--- src/rtl/line_buffer_ctrl_if.sv ---
// Line buffer controller bus: stream/config inputs and RAM-side outputs.
// master : the video-path side (drives enable, frame_start, in_valid, cfg_*)
// slave  : line_buffer_ctrl (drives RAM strobes/addresses, status flags)
interface line_buffer_ctrl_if #(
   parameter int unsigned WDEPTH = 640,
   parameter int unsigned ASIZE  = $clog2(WDEPTH),
   parameter int unsigned LSIZE  = $clog2(WDEPTH + 1)
);
   logic             enable;
   logic             frame_start;
   logic             in_valid;
   logic [LSIZE-1:0] cfg_len;
   logic             cfg_load;
   logic             ram_we;
   logic [ASIZE-1:0] ram_waddr;
   logic             ram_re;
   logic [ASIZE-1:0] ram_raddr;
   logic             out_valid;
   logic [LSIZE-1:0] fill_cnt;
   logic [1:0]       state_o;
   logic             cfg_err;

   modport master (
      output enable, frame_start, in_valid, cfg_len, cfg_load,
      input  ram_we, ram_waddr, ram_re, ram_raddr, out_valid, fill_cnt, state_o, cfg_err
   );

   modport slave (
      input  enable, frame_start, in_valid, cfg_len, cfg_load,
      output ram_we, ram_waddr, ram_re, ram_raddr, out_valid, fill_cnt, state_o, cfg_err
   );
endinterface

--- src/rtl/line_buffer_ctrl.sv ---
// Address/sequencing controller for a read-first RAM line buffer.
// Owns the circular write pointer, derives the L-delayed read address,
// tracks fill level and flags when RAM q holds a valid delayed sample.
// Ports:
//   Clock, Reset : rising-edge clock, asynchronous active-high reset
//   bus (slave)  : enable/frame_start/in_valid/cfg_len/cfg_load in;
//                  ram_we/ram_waddr/ram_re/ram_raddr, out_valid, fill_cnt,
//                  state_o (00 IDLE, 01 FILL, 10 RUN), cfg_err out
module line_buffer_ctrl #(
   parameter int unsigned DSIZE  = 16,
   parameter int unsigned WDEPTH = 640,
   parameter int unsigned ASIZE  = $clog2(WDEPTH),
   parameter int unsigned LSIZE  = $clog2(WDEPTH + 1)
) (
   input logic               Clock,
   input logic               Reset,
   line_buffer_ctrl_if.slave bus
);
   localparam int unsigned XSIZE = ASIZE + 1;
   localparam logic [LSIZE-1:0] L_MAX   = LSIZE'(WDEPTH);
   localparam logic [LSIZE-1:0] L_MIN   = LSIZE'(1);
   localparam logic [ASIZE-1:0] WP_LAST = ASIZE'(WDEPTH - 1);

   // DSIZE only sizes the RAM instance; reject nonsense at elaboration.
   if (DSIZE == 0 || WDEPTH < 2) begin : g_param_check
      $error("line_buffer_ctrl: invalid DSIZE/WDEPTH");
   end

   typedef enum logic [1:0] {
      ST_IDLE = 2'b00,
      ST_FILL = 2'b01,
      ST_RUN  = 2'b10
   } state_t;

   state_t           state_q, state_d;
   logic [ASIZE-1:0] wp_q, wp_d;
   logic [LSIZE-1:0] fill_q, fill_d;
   logic [LSIZE-1:0] l_act_q, l_act_d;
   logic [LSIZE-1:0] l_sh_q, l_sh_d;
   logic             pend_q, pend_d;
   logic             out_valid_q, out_valid_d;
   logic             cfg_err_q, cfg_err_d;

   logic             accept;
   logic             cfg_bad;
   logic [LSIZE-1:0] cfg_clamped;
   logic [LSIZE-1:0] l_new;
   logic             apply;
   logic             fs_flush;
   logic [LSIZE-1:0] l_eff;
   logic [ASIZE-1:0] wp_eff;
   logic [LSIZE-1:0] fill_eff;
   logic [XSIZE-1:0] wp_x, l_x, rd_x;

   // Clamp the requested length into 1..WDEPTH.
   always_comb begin
      cfg_bad     = 1'b0;
      cfg_clamped = bus.cfg_len;
      if (bus.cfg_len == '0) begin
         cfg_bad     = 1'b1;
         cfg_clamped = L_MIN;
      end else if (bus.cfg_len > L_MAX) begin
         cfg_bad     = 1'b1;
         cfg_clamped = L_MAX;
      end
   end

   // Effective pointer/length this cycle: a frame_start flush (and any
   // pending length) takes effect before a coincident sample is written.
   always_comb begin
      accept   = bus.in_valid & (state_q != ST_IDLE);
      l_new    = bus.cfg_load ? cfg_clamped : l_sh_q;
      apply    = bus.enable & (pend_q | bus.cfg_load) &
                 ((state_q == ST_IDLE) | bus.frame_start);
      fs_flush = bus.enable & bus.frame_start & (state_q != ST_IDLE);
      l_eff    = apply    ? l_new : l_act_q;
      wp_eff   = fs_flush ? '0    : wp_q;
      fill_eff = fs_flush ? '0    : fill_q;
   end

   // Delayed read address with wrap; L = WDEPTH lands on the write address.
   always_comb begin
      wp_x = XSIZE'(wp_eff);
      l_x  = XSIZE'(l_eff);
      if (wp_x >= l_x) rd_x = wp_x - l_x;
      else             rd_x = wp_x + XSIZE'(WDEPTH) - l_x;
   end

   // Next-state and datapath update.
   always_comb begin
      state_d     = state_q;
      wp_d        = wp_q;
      fill_d      = fill_q;
      l_act_d     = l_act_q;
      l_sh_d      = bus.cfg_load ? cfg_clamped : l_sh_q;
      pend_d      = pend_q | bus.cfg_load;
      out_valid_d = 1'b0;
      cfg_err_d   = cfg_err_q | (bus.cfg_load & cfg_bad);

      if (apply) begin
         l_act_d = l_new;
         pend_d  = 1'b0;
      end

      if (!bus.enable) begin
         state_d = ST_IDLE;
         wp_d    = '0;
         fill_d  = '0;
      end else if (state_q == ST_IDLE) begin
         state_d = ST_FILL;
         wp_d    = '0;
         fill_d  = '0;
      end else begin
         wp_d   = wp_eff;
         fill_d = fill_eff;
         if (accept) begin
            wp_d        = (wp_eff == WP_LAST) ? '0 : wp_eff + ASIZE'(1);
            out_valid_d = (fill_eff == l_eff);
            if (fill_eff != l_eff) fill_d = fill_eff + LSIZE'(1);
         end
         state_d = (fill_d == l_eff) ? ST_RUN : ST_FILL;
      end
   end

   always_ff @(posedge Clock or posedge Reset) begin
      if (Reset) begin
         state_q     <= ST_IDLE;
         wp_q        <= '0;
         fill_q      <= '0;
         l_act_q     <= L_MAX;
         l_sh_q      <= L_MAX;
         pend_q      <= 1'b0;
         out_valid_q <= 1'b0;
         cfg_err_q   <= 1'b0;
      end else begin
         state_q     <= state_d;
         wp_q        <= wp_d;
         fill_q      <= fill_d;
         l_act_q     <= l_act_d;
         l_sh_q      <= l_sh_d;
         pend_q      <= pend_d;
         out_valid_q <= out_valid_d;
         cfg_err_q   <= cfg_err_d;
      end
   end

   assign bus.ram_we    = accept;
   assign bus.ram_re    = accept;
   assign bus.ram_waddr = wp_eff;
   assign bus.ram_raddr = ASIZE'(rd_x);
   assign bus.out_valid = out_valid_q;
   assign bus.fill_cnt  = fill_q;
   assign bus.state_o   = state_q;
   assign bus.cfg_err   = cfg_err_q;
endmodule

--- src/flat_wrapper.sv ---
// flat-port wrapper written by rule: the top's interface ports become plain ports
module line_buffer_ctrl_flat 
#(
   parameter int unsigned DSIZE  = 16,
   parameter int unsigned WDEPTH = 640,
   parameter int unsigned ASIZE  = $clog2(WDEPTH),
   parameter int unsigned LSIZE  = $clog2(WDEPTH + 1)
)
  (Clock, Reset, bus_enable, bus_frame_start, bus_in_valid, bus_cfg_len, bus_cfg_load, bus_ram_we, bus_ram_waddr, bus_ram_re, bus_ram_raddr, bus_out_valid, bus_fill_cnt, bus_state_o, bus_cfg_err);
  line_buffer_ctrl_if #(.WDEPTH(WDEPTH), .ASIZE(ASIZE), .LSIZE(LSIZE)) bus_i ();
  input logic Clock;
  input logic Reset;
  input wire logic [$bits(bus_i.enable)-1:0] bus_enable;
  input wire logic [$bits(bus_i.frame_start)-1:0] bus_frame_start;
  input wire logic [$bits(bus_i.in_valid)-1:0] bus_in_valid;
  input wire logic [$bits(bus_i.cfg_len)-1:0] bus_cfg_len;
  input wire logic [$bits(bus_i.cfg_load)-1:0] bus_cfg_load;
  output wire logic [$bits(bus_i.ram_we)-1:0] bus_ram_we;
  output wire logic [$bits(bus_i.ram_waddr)-1:0] bus_ram_waddr;
  output wire logic [$bits(bus_i.ram_re)-1:0] bus_ram_re;
  output wire logic [$bits(bus_i.ram_raddr)-1:0] bus_ram_raddr;
  output wire logic [$bits(bus_i.out_valid)-1:0] bus_out_valid;
  output wire logic [$bits(bus_i.fill_cnt)-1:0] bus_fill_cnt;
  output wire logic [$bits(bus_i.state_o)-1:0] bus_state_o;
  output wire logic [$bits(bus_i.cfg_err)-1:0] bus_cfg_err;
  assign bus_i.enable = bus_enable;
  assign bus_i.frame_start = bus_frame_start;
  assign bus_i.in_valid = bus_in_valid;
  assign bus_i.cfg_len = bus_cfg_len;
  assign bus_i.cfg_load = bus_cfg_load;
  assign bus_ram_we = bus_i.ram_we;
  assign bus_ram_waddr = bus_i.ram_waddr;
  assign bus_ram_re = bus_i.ram_re;
  assign bus_ram_raddr = bus_i.ram_raddr;
  assign bus_out_valid = bus_i.out_valid;
  assign bus_fill_cnt = bus_i.fill_cnt;
  assign bus_state_o = bus_i.state_o;
  assign bus_cfg_err = bus_i.cfg_err;
  line_buffer_ctrl #(.DSIZE(DSIZE), .WDEPTH(WDEPTH), .ASIZE(ASIZE), .LSIZE(LSIZE)) u_core (.Clock(Clock), .Reset(Reset), .bus(bus_i));
endmodule
--- config.mk ---
export PLATFORM = sky130hd
export DESIGN_NAME = line_buffer_ctrl_flat
export DESIGN_NICKNAME = d
export VERILOG_FILES = /design/src/rtl/line_buffer_ctrl_if.sv /design/src/rtl/line_buffer_ctrl.sv /design/src/flat_wrapper.sv
export SDC_FILE = /design/constraint.sdc
export NUM_CORES = 1
export LEC_CHECK = 0
export ABC_AREA = 1
export CAP_MARGIN = 40
export CELL_PAD_IN_SITES_DETAIL_PLACEMENT = 0
export CELL_PAD_IN_SITES_GLOBAL_PLACEMENT = 1
export CORE_MARGIN = 2
export CORE_UTILIZATION = 43
export CTS_CLUSTER_DIAMETER = 60
export CTS_CLUSTER_SIZE = 30
export DETAILED_ROUTE_END_ITERATION = 6
export MAX_ROUTING_LAYER = met4
export PLACE_DENSITY = 0.89
export SYNTH_ARGS = -nofsm -noshare
export SYNTH_HDL_FRONTEND = slang
export SYNTH_SLANG_ARGS = --single-unit
export TNS_END_PERCENT = 30
--- constraint.sdc ---
create_clock -name Clock -period 5.8 [get_ports Clock]
set_clock_uncertainty 0.15 [all_clocks]
set_input_delay 0.58 -clock Clock [delete_from_list [all_inputs] [get_ports Clock]]
set_output_delay 0.58 -clock Clock [all_outputs]
set_load 0.02 [all_outputs]
==> results_dict.tcl, run 1 <==
set metrics [dict create \
    area_growth_pct 20.4 \
    row_count 34 \
    setup.worst_path.start_class "input port" \
    clk_pin_slew_ns 0.07 \
    start_util 0.439 \
    antenna_found_initial 0 \
    clockRootBuffer "clkbuf_8" \
    fin_crit_ns 5.38 \
    gp_congestion 0.908 \
    grt_overflow 0 \
    first_pass_iters 4 \
    path_buf_inv 3 \
    r2r_slack_ns 2.25 \
    cp.arrival_ns 4.65 \
    drv_cap 0 \
    cts-buffers-inserted 5 \
    timing.critical_path.from "bus_cfg_len[8]" \
    postSynthAreaPerCell_um2 7.01 \
    drtIter0Drc 151 \
    leakagePower_uw 0.00221 \
    rsz0062_at_grt "no" \
    fp.dieW_um 97.9 \
    ys_top_cells_by_count "nand2_1 (124), inv_1 (94), nor2_1 (65)" \
    timing.rr.end "u_core.bus.state_o[0]" \
    setup.worst_path.end "bus_ram_raddr[4]" \
    hold_path_class "reg -> reg" \
    setup_viol 0 \
    clock_path_buffers 2 \
    coreArea_um2 8640 \
    async_flop_share 1.00 \
    synth.area.top_cells "dfrtp_1 (27%), nand2_1 (12%), inv_1 (9.3%)" \
    rr_worst_depth 20 \
    h-tree-depth 2 \
    grt_usage 0.222 \
    yosys.area.top_type_share 0.270 \
    yosysTopAreaCell "dfrtp_1" \
    slew_viol_final 0 \
    pin_count 52 \
    synth_edf_count 0 \
    yosysMostFrequentCell "nand2_1" \
    worst_slew_pin_slew_ns 0.527 \
    hpwlAfterDp_mm 8.04 \
    ant_nets 0 \
    setup_tns_ns 0 \
    total_power_uw 964 \
    grt_pass1_vias 3578 \
    drc 0 \
    crit_fanout 11 \
    r2r-start "u_core.bus.state_o[0]" \
    cp_top_family "buffers and inverters" \
    via_per_inst 5.03 \
    max_freq_mhz 186 \
    routed_wirelength_mm 10.0 \
    status "finished, final reports clean" \
    syn_area_um2 3790 \
    antenna_cells 0 \
    dieHeight_um 97.9 \
    slowest_stage "clkdlybuf4s50_1" \
    timing.final.hold_violations 0 \
    required_ns 5.07 \
    maxSlewHeadroom 0.646 \
    synth_cell_types 47 \
    grt_max_degree 31 \
    crit_top_cell "nand2_1" \
    drive_gt1_frac 0.105 \
    ys.flop_type "dfrtp_1" \
    clock_latency_ns 0.30 \
    port-buffer-count 51 \
    fin_crit_sh 0.928 \
    vias 3555 \
    cts.sinks 45 \
    irDropWorstVdd_v 0.000104 \
    final_nets 645 \
    ys.warnings.count 0 \
    yosysSeqAreaShare 0.298 \
    netlist_instances 541 \
    cts_tree "built" \
    crit_path_end_kind "primary output" \
    cp_cell_sequence "clkdlybuf4s50_1 > nor2_1 > nor2_1 > nand2_1 > nand2_1 > nand2_1 > nand3_1 > nand2_1 > ha_1 > fa_1 > nor2_1 > nor2_1 > o21ai_0 > a21oi_1 > o31a_1 > o21ai_0 > buf_4 > nand2_1 > o21ai_0 > clkdlybuf4s50_1" \
    place_ws_ns 0.232 \
    routedWlPerCell_um 14.2 \
    crit_cells 20 \
    critPathMaxStageDelay_ns 0.64 \
    grt_pass1_wl_mm 16.7 \
    synth_fp_nets 588 \
    setup_ws_ns 0.420 \
    dieArea_um2 9590 \
    ys_seq_elements 45 \
    n_fill_cell 869 \
    criticalPathCategory "in -> out" \
    ctsHoldBuffers 0 \
    power_density_nw_per_um2 211 \
]
## layout by cell type, fill, tap and decap left out, types with 6 or more instances in the layout
master	n
nand2_2	9
nor3_1	6
nor2_1	65
ha_1	22
a21oi_1	25
inv_1	93
buf_4	6
xor2_1	11
clkbuf_8	6
dfrtp_1	41
o21bai_1	6
nand3_1	38
or2_2	6
nand2_1	124
inv_2	9
fa_1	9
o21ai_0	17
clkdlybuf4s50_1	50
## kinds of logic (layout without fill, tap and decap cells)
group	after synthesis	count (layout)	synth area share
AOI/OAI and AO/OA	67	67	0.109
xor gates and xnor gates	15	15	0.0346
adders and majority gates	31	31	0.120
buffers and inverters	111	169	0.117
DFF	45	45	0.298
and+or+nand+nor	272	272	0.321
## metal layers
metal | vias up | part of all wire | global-route usage
met5 | - | 0 | -
met4 | 0 | 0.027 | 0.0726
met3 | 23 | 0.040 | 0.0336
met2 | 85 | 0.47 | 0.369
met1 | 1651 | 0.46 | 0.277
li1 | 1796 | - | -
## worst min-delay path by stage
stage / startpoint / endpoint / slack (ns) / depth (start not counted)
floorplan: u_core.l_sh_q[3] / u_core.l_sh_q[3] / 0.29 / 2
global placement: u_core.l_sh_q[4] / u_core.l_sh_q[4] / 0.31 / 2
detailed placement: u_core.bus.cfg_err / u_core.bus.cfg_err / 0.32 / 1
CTS: u_core.bus.cfg_err / u_core.bus.cfg_err / 0.34 / 1
global route: u_core.l_sh_q[3] / u_core.l_sh_q[3] / 0.38 / 2
finish: u_core.bus.cfg_err / u_core.bus.cfg_err / 0.34 / 1
## report_power, final
part	internal, uW	switching [uW]	total (uW)
registers	337	5.64	343
clock network	141	106	246
logic	148	227	375
## sequential cells by signal, indices dropped and copies added (netlist names)
register,count
u_core.bus.state_o,2
u_core.bus.out_valid,1
u_core.bus.cfg_err,1
u_core.l_act_q,10
u_core.wp_q,10
u_core.pend_q,1
u_core.l_sh_q,10
u_core.bus.fill_cnt,10
## per-stage QoR
stage	util	hold slack [ns]	cells	area (um^2)
after global placement	0.513	0.309	698	4430
after CTS	0.529	0.341	707	4570
final	0.529	0.339	707	4570
after global routing	0.529	0.377	707	4570
after floorplan	-	0.295	541	3790
after detailed placement	0.516	0.319	699	4450
## final cells by class
type                    count  area [um^2]  area share
well taps                 108          135      0.0296
multi-input cells         385         2220       0.486
flip-flops and latches     45         1130       0.247
clock buffers               7         86.3      0.0189
inverters                 103          389      0.0851
repair buffers             58          578       0.126
clock inverters             1         30.0     0.00657
## what timing repair did
action / CTS / global route
gates resized for setup: 0 / 1
setup endpoints to repair: 0 / 1
setup buffers: 0 / 0
Note: power is estimated with default switching activity, not from simulation.
==> inputs of run 2 (changes only) <==
--- a/config.mk
+++ b/config.mk
@@ -19,4 +19,3 @@
 export SYNTH_ARGS = -nofsm -noshare
 export SYNTH_HDL_FRONTEND = slang
 export SYNTH_SLANG_ARGS = --single-unit
-export TNS_END_PERCENT = 30
==> results of run 2 <==
The final DEF is identical to that of run 1; final timing and power are the same.
==> inputs of run 3 (changes only) <==
--- a/config.mk
+++ b/config.mk
@@ -5,12 +5,11 @@
 export SDC_FILE = /design/constraint.sdc
 export NUM_CORES = 1
 export LEC_CHECK = 0
-export ABC_AREA = 1
 export CAP_MARGIN = 40
 export CELL_PAD_IN_SITES_DETAIL_PLACEMENT = 0
 export CELL_PAD_IN_SITES_GLOBAL_PLACEMENT = 1
 export CORE_MARGIN = 2
-export CORE_UTILIZATION = 43
+export CORE_UTILIZATION = 45
 export CTS_CLUSTER_DIAMETER = 60
 export CTS_CLUSTER_SIZE = 30
 export DETAILED_ROUTE_END_ITERATION = 6
==> run 3 against run 2 <==
  * Power up 11%
  * First-iteration DRC count down 9.3%
  * Clock-buffer cell count is 1 lower
  * Die area decreased by 9.1%
  * Highest routed layer unchanged
  * Largest power group unchanged
  * Critical endpoint unchanged
  * Final cell count is 18% lower
==> results_dict.tcl, run 3 <==
set metrics [dict create \
    register_area_um2 1130 \
    cp_cell_sequence "clkdlybuf4s50_1 > o21ai_1 > a31oi_1 > o41ai_4 > mux2i_2 > inv_1 > ha_1 > fa_1 > inv_1 > a31oi_1 > o21ai_1 > a31oi_1 > o21ai_0 > nand3_1 > nand2_2 > nor2_1 > a21oi_1 > clkdlybuf4s50_1" \
    hpwlAfterDp_mm 7.11 \
    worst_slew_pin_slew_ns 0.730 \
    crit_path_end_kind "primary output" \
    synth_fp_nets 466 \
    timing.final.hold_violations 0 \
    clock_path_buffers 2 \
    clk_pin_slew_ns 0.09 \
    max_freq_mhz 183 \
    routed_wirelength_mm 9.24 \
    dieHeight_um 93.4 \
    ys_seq_elements 45 \
    multi_input_area_um2 2230 \
    timing.hold.ws_ns 0.315 \
    fin_crit_ns 5.45 \
    hold_path_class "reg -> reg" \
    antenna_cells 0 \
    async_flop_share 1.00 \
    synth_edf_count 0 \
    n_fill_cell 712 \
    synth.area.top_cells "dfrtp_1 (29%), ha_1 (7.7%), xnor2_1 (6.6%)" \
    r2r_slack_ns 1.91 \
    crit_fanout 16 \
    ys_top_cells_by_count "inv_1 (48), nor2_1 (46), nand2_1 (44)" \
    slew_viol_final 0 \
    fp.dieW_um 93.4 \
    antenna_found_initial 0 \
    setup.worst_path.start_class "input port" \
    clockRootBuffer "clkbuf_8" \
    ant_nets 0 \
    cts.sinks 45 \
    postSynthAreaPerCell_um2 8.59 \
    cts_tree "built" \
    ys.flop_type "dfrtp_1" \
    first_pass_iters 4 \
    finish.instance_area_um2 4390 \
    grt_usage 0.223 \
    drtIter0Drc 137 \
    leakagePower_uw 0.00201 \
    grt_overflow 0 \
    dpl_cell_area_um2 4270 \
    layout_common_cells "clkdlybuf4s50_1 (50), inv_1 (47), nor2_1 (46)" \
    cp.arrival_ns 4.72 \
    grt_pass1_wl_mm 15.1 \
    fin_crit_sh 0.940 \
    final_common_cell "clkdlybuf4s50_1" \
    post_cts_buffers 0 \
    cts-buffers-inserted 5 \
    irDropWorstVdd_v 0.000112 \
    coreArea_um2 7730 \
    criticalPathCategory "in -> out" \
    yosysTopAreaCell "dfrtp_1" \
    rsz0062_at_grt "no" \
    cts_resized 0 \
    syn_area_um2 3600 \
    ctsHoldBuffers 0 \
    h-tree-depth 2 \
    status "finished, final reports clean" \
    area_growth_pct 22.2 \
    drv_cap 0 \
    slowest_stage "clkdlybuf4s50_1" \
    port-buffer-count 51 \
    setup_viol 0 \
    ys.warnings.count 0 \
    setup_tns_ns 0 \
    start_util 0.466 \
    required_ns 5.07 \
    yosysSeqAreaShare 0.314 \
    cp_top_family "buffers and inverters" \
    row_count 32 \
    path_buf_inv 4 \
    dieArea_um2 8720 \
    clock_latency_ns 0.30 \
    crit_top_cell "a31oi_1" \
    drc 0 \
    via_per_inst 5.44 \
    routedWlPerCell_um 15.9 \
    grt_max_degree 46 \
    gp_congestion 0.922 \
    critPathMaxStageDelay_ns 0.61 \
    synth_cell_types 58 \
    yosys.area.top_type_share 0.285 \
    maxSlewHeadroom 0.509 \
    yosysMostFrequentCell "inv_1" \
    final_nets 525 \
    netlist_instances 419 \
    drive_gt1_frac 0.0793 \
    vias 3158 \
    grt_pass1_vias 3102 \
    pin_count 52 \
    power_density_nw_per_um2 244 \
]
run 3: kinds of logic (layout without fill, tap and decap cells):
logic type	Yosys count	in the layout	share of synthesized area
compound gates	80	80	0.147
flops	45	45	0.314
mux	14	14	0.0452
xor+xnor	45	45	0.110
fa+ha+maj	31	31	0.127
simple gates	143	143	0.188
buf+inv	61	121	0.0696
run 3: cell type report:
type                            instances  share of cell area
Clock buffer                            6              0.0165
Clock inverter                          2             0.00797
Inverter                               48              0.0410
Multi-Input combinational cell        313               0.507
Sequential cell                        45               0.257
Tap cell                              102              0.0290
Timing Repair Buffer                   65               0.141
run 3: path summary, 6_finish.rpt:
path,start,end,cells past startpoint
setup / recovery,bus_cfg_len[7],bus_ram_raddr[4],18
hold / removal,u_core.bus.cfg_err,u_core.bus.cfg_err,1
setup reg to reg,u_core.bus.state_o[1],u_core.bus.state_o[0],13
hold reg to reg,u_core.bus.cfg_err,u_core.bus.cfg_err,1
max in group asynchronous,Reset,u_core.bus.fill_cnt[3],3
min in group asynchronous,Reset,u_core.wp_q[5],3
run 3: worst register-to-register path: cells and delay by family (launching register included):
family	cells	cell delay [ns]
AND/OR/NAND/NOR	8	1.69
AO/OA/AOI/OAI	2	0.76
buffers and inverters	2	0.50
flip-flops	1	0.46
adder cells (fa/ha/maj)	1	0.23
run 3: metrics by stage:
stage          worst slack, ns  power [uW]   util  instances
5_1_grt                0.00426        1140  0.569        581
3_5_place_dp             0.150         837  0.553        573
3_3_place_gp             0.239         832  0.553        573
6_report                 0.347        1070  0.569        581
2_1_floorplan             1.10         669      -        419
4_1_cts                  0.124        1080  0.567        581
run 3: where the power goes:
part	internal, uW	switching [uW]	total [uW]
Combinational	213	268	482
Clock	128	112	240
Sequential	340	10.6	350
run 3: per-layer routing:
| layer | wire length [um] | share of wire | GRT usage | vias up |
|---|---|---|---|---|
| li1 | - | - | - | 1527 |
| met1 | 4540 | 0.49 | 0.318 | 1531 |
| met2 | 4170 | 0.45 | 0.340 | 92 |
| met3 | 421 | 0.046 | 0.0290 | 8 |
| met4 | 117 | 0.013 | 0.0539 | 0 |
| met5 | 0 | 0 | - | - |
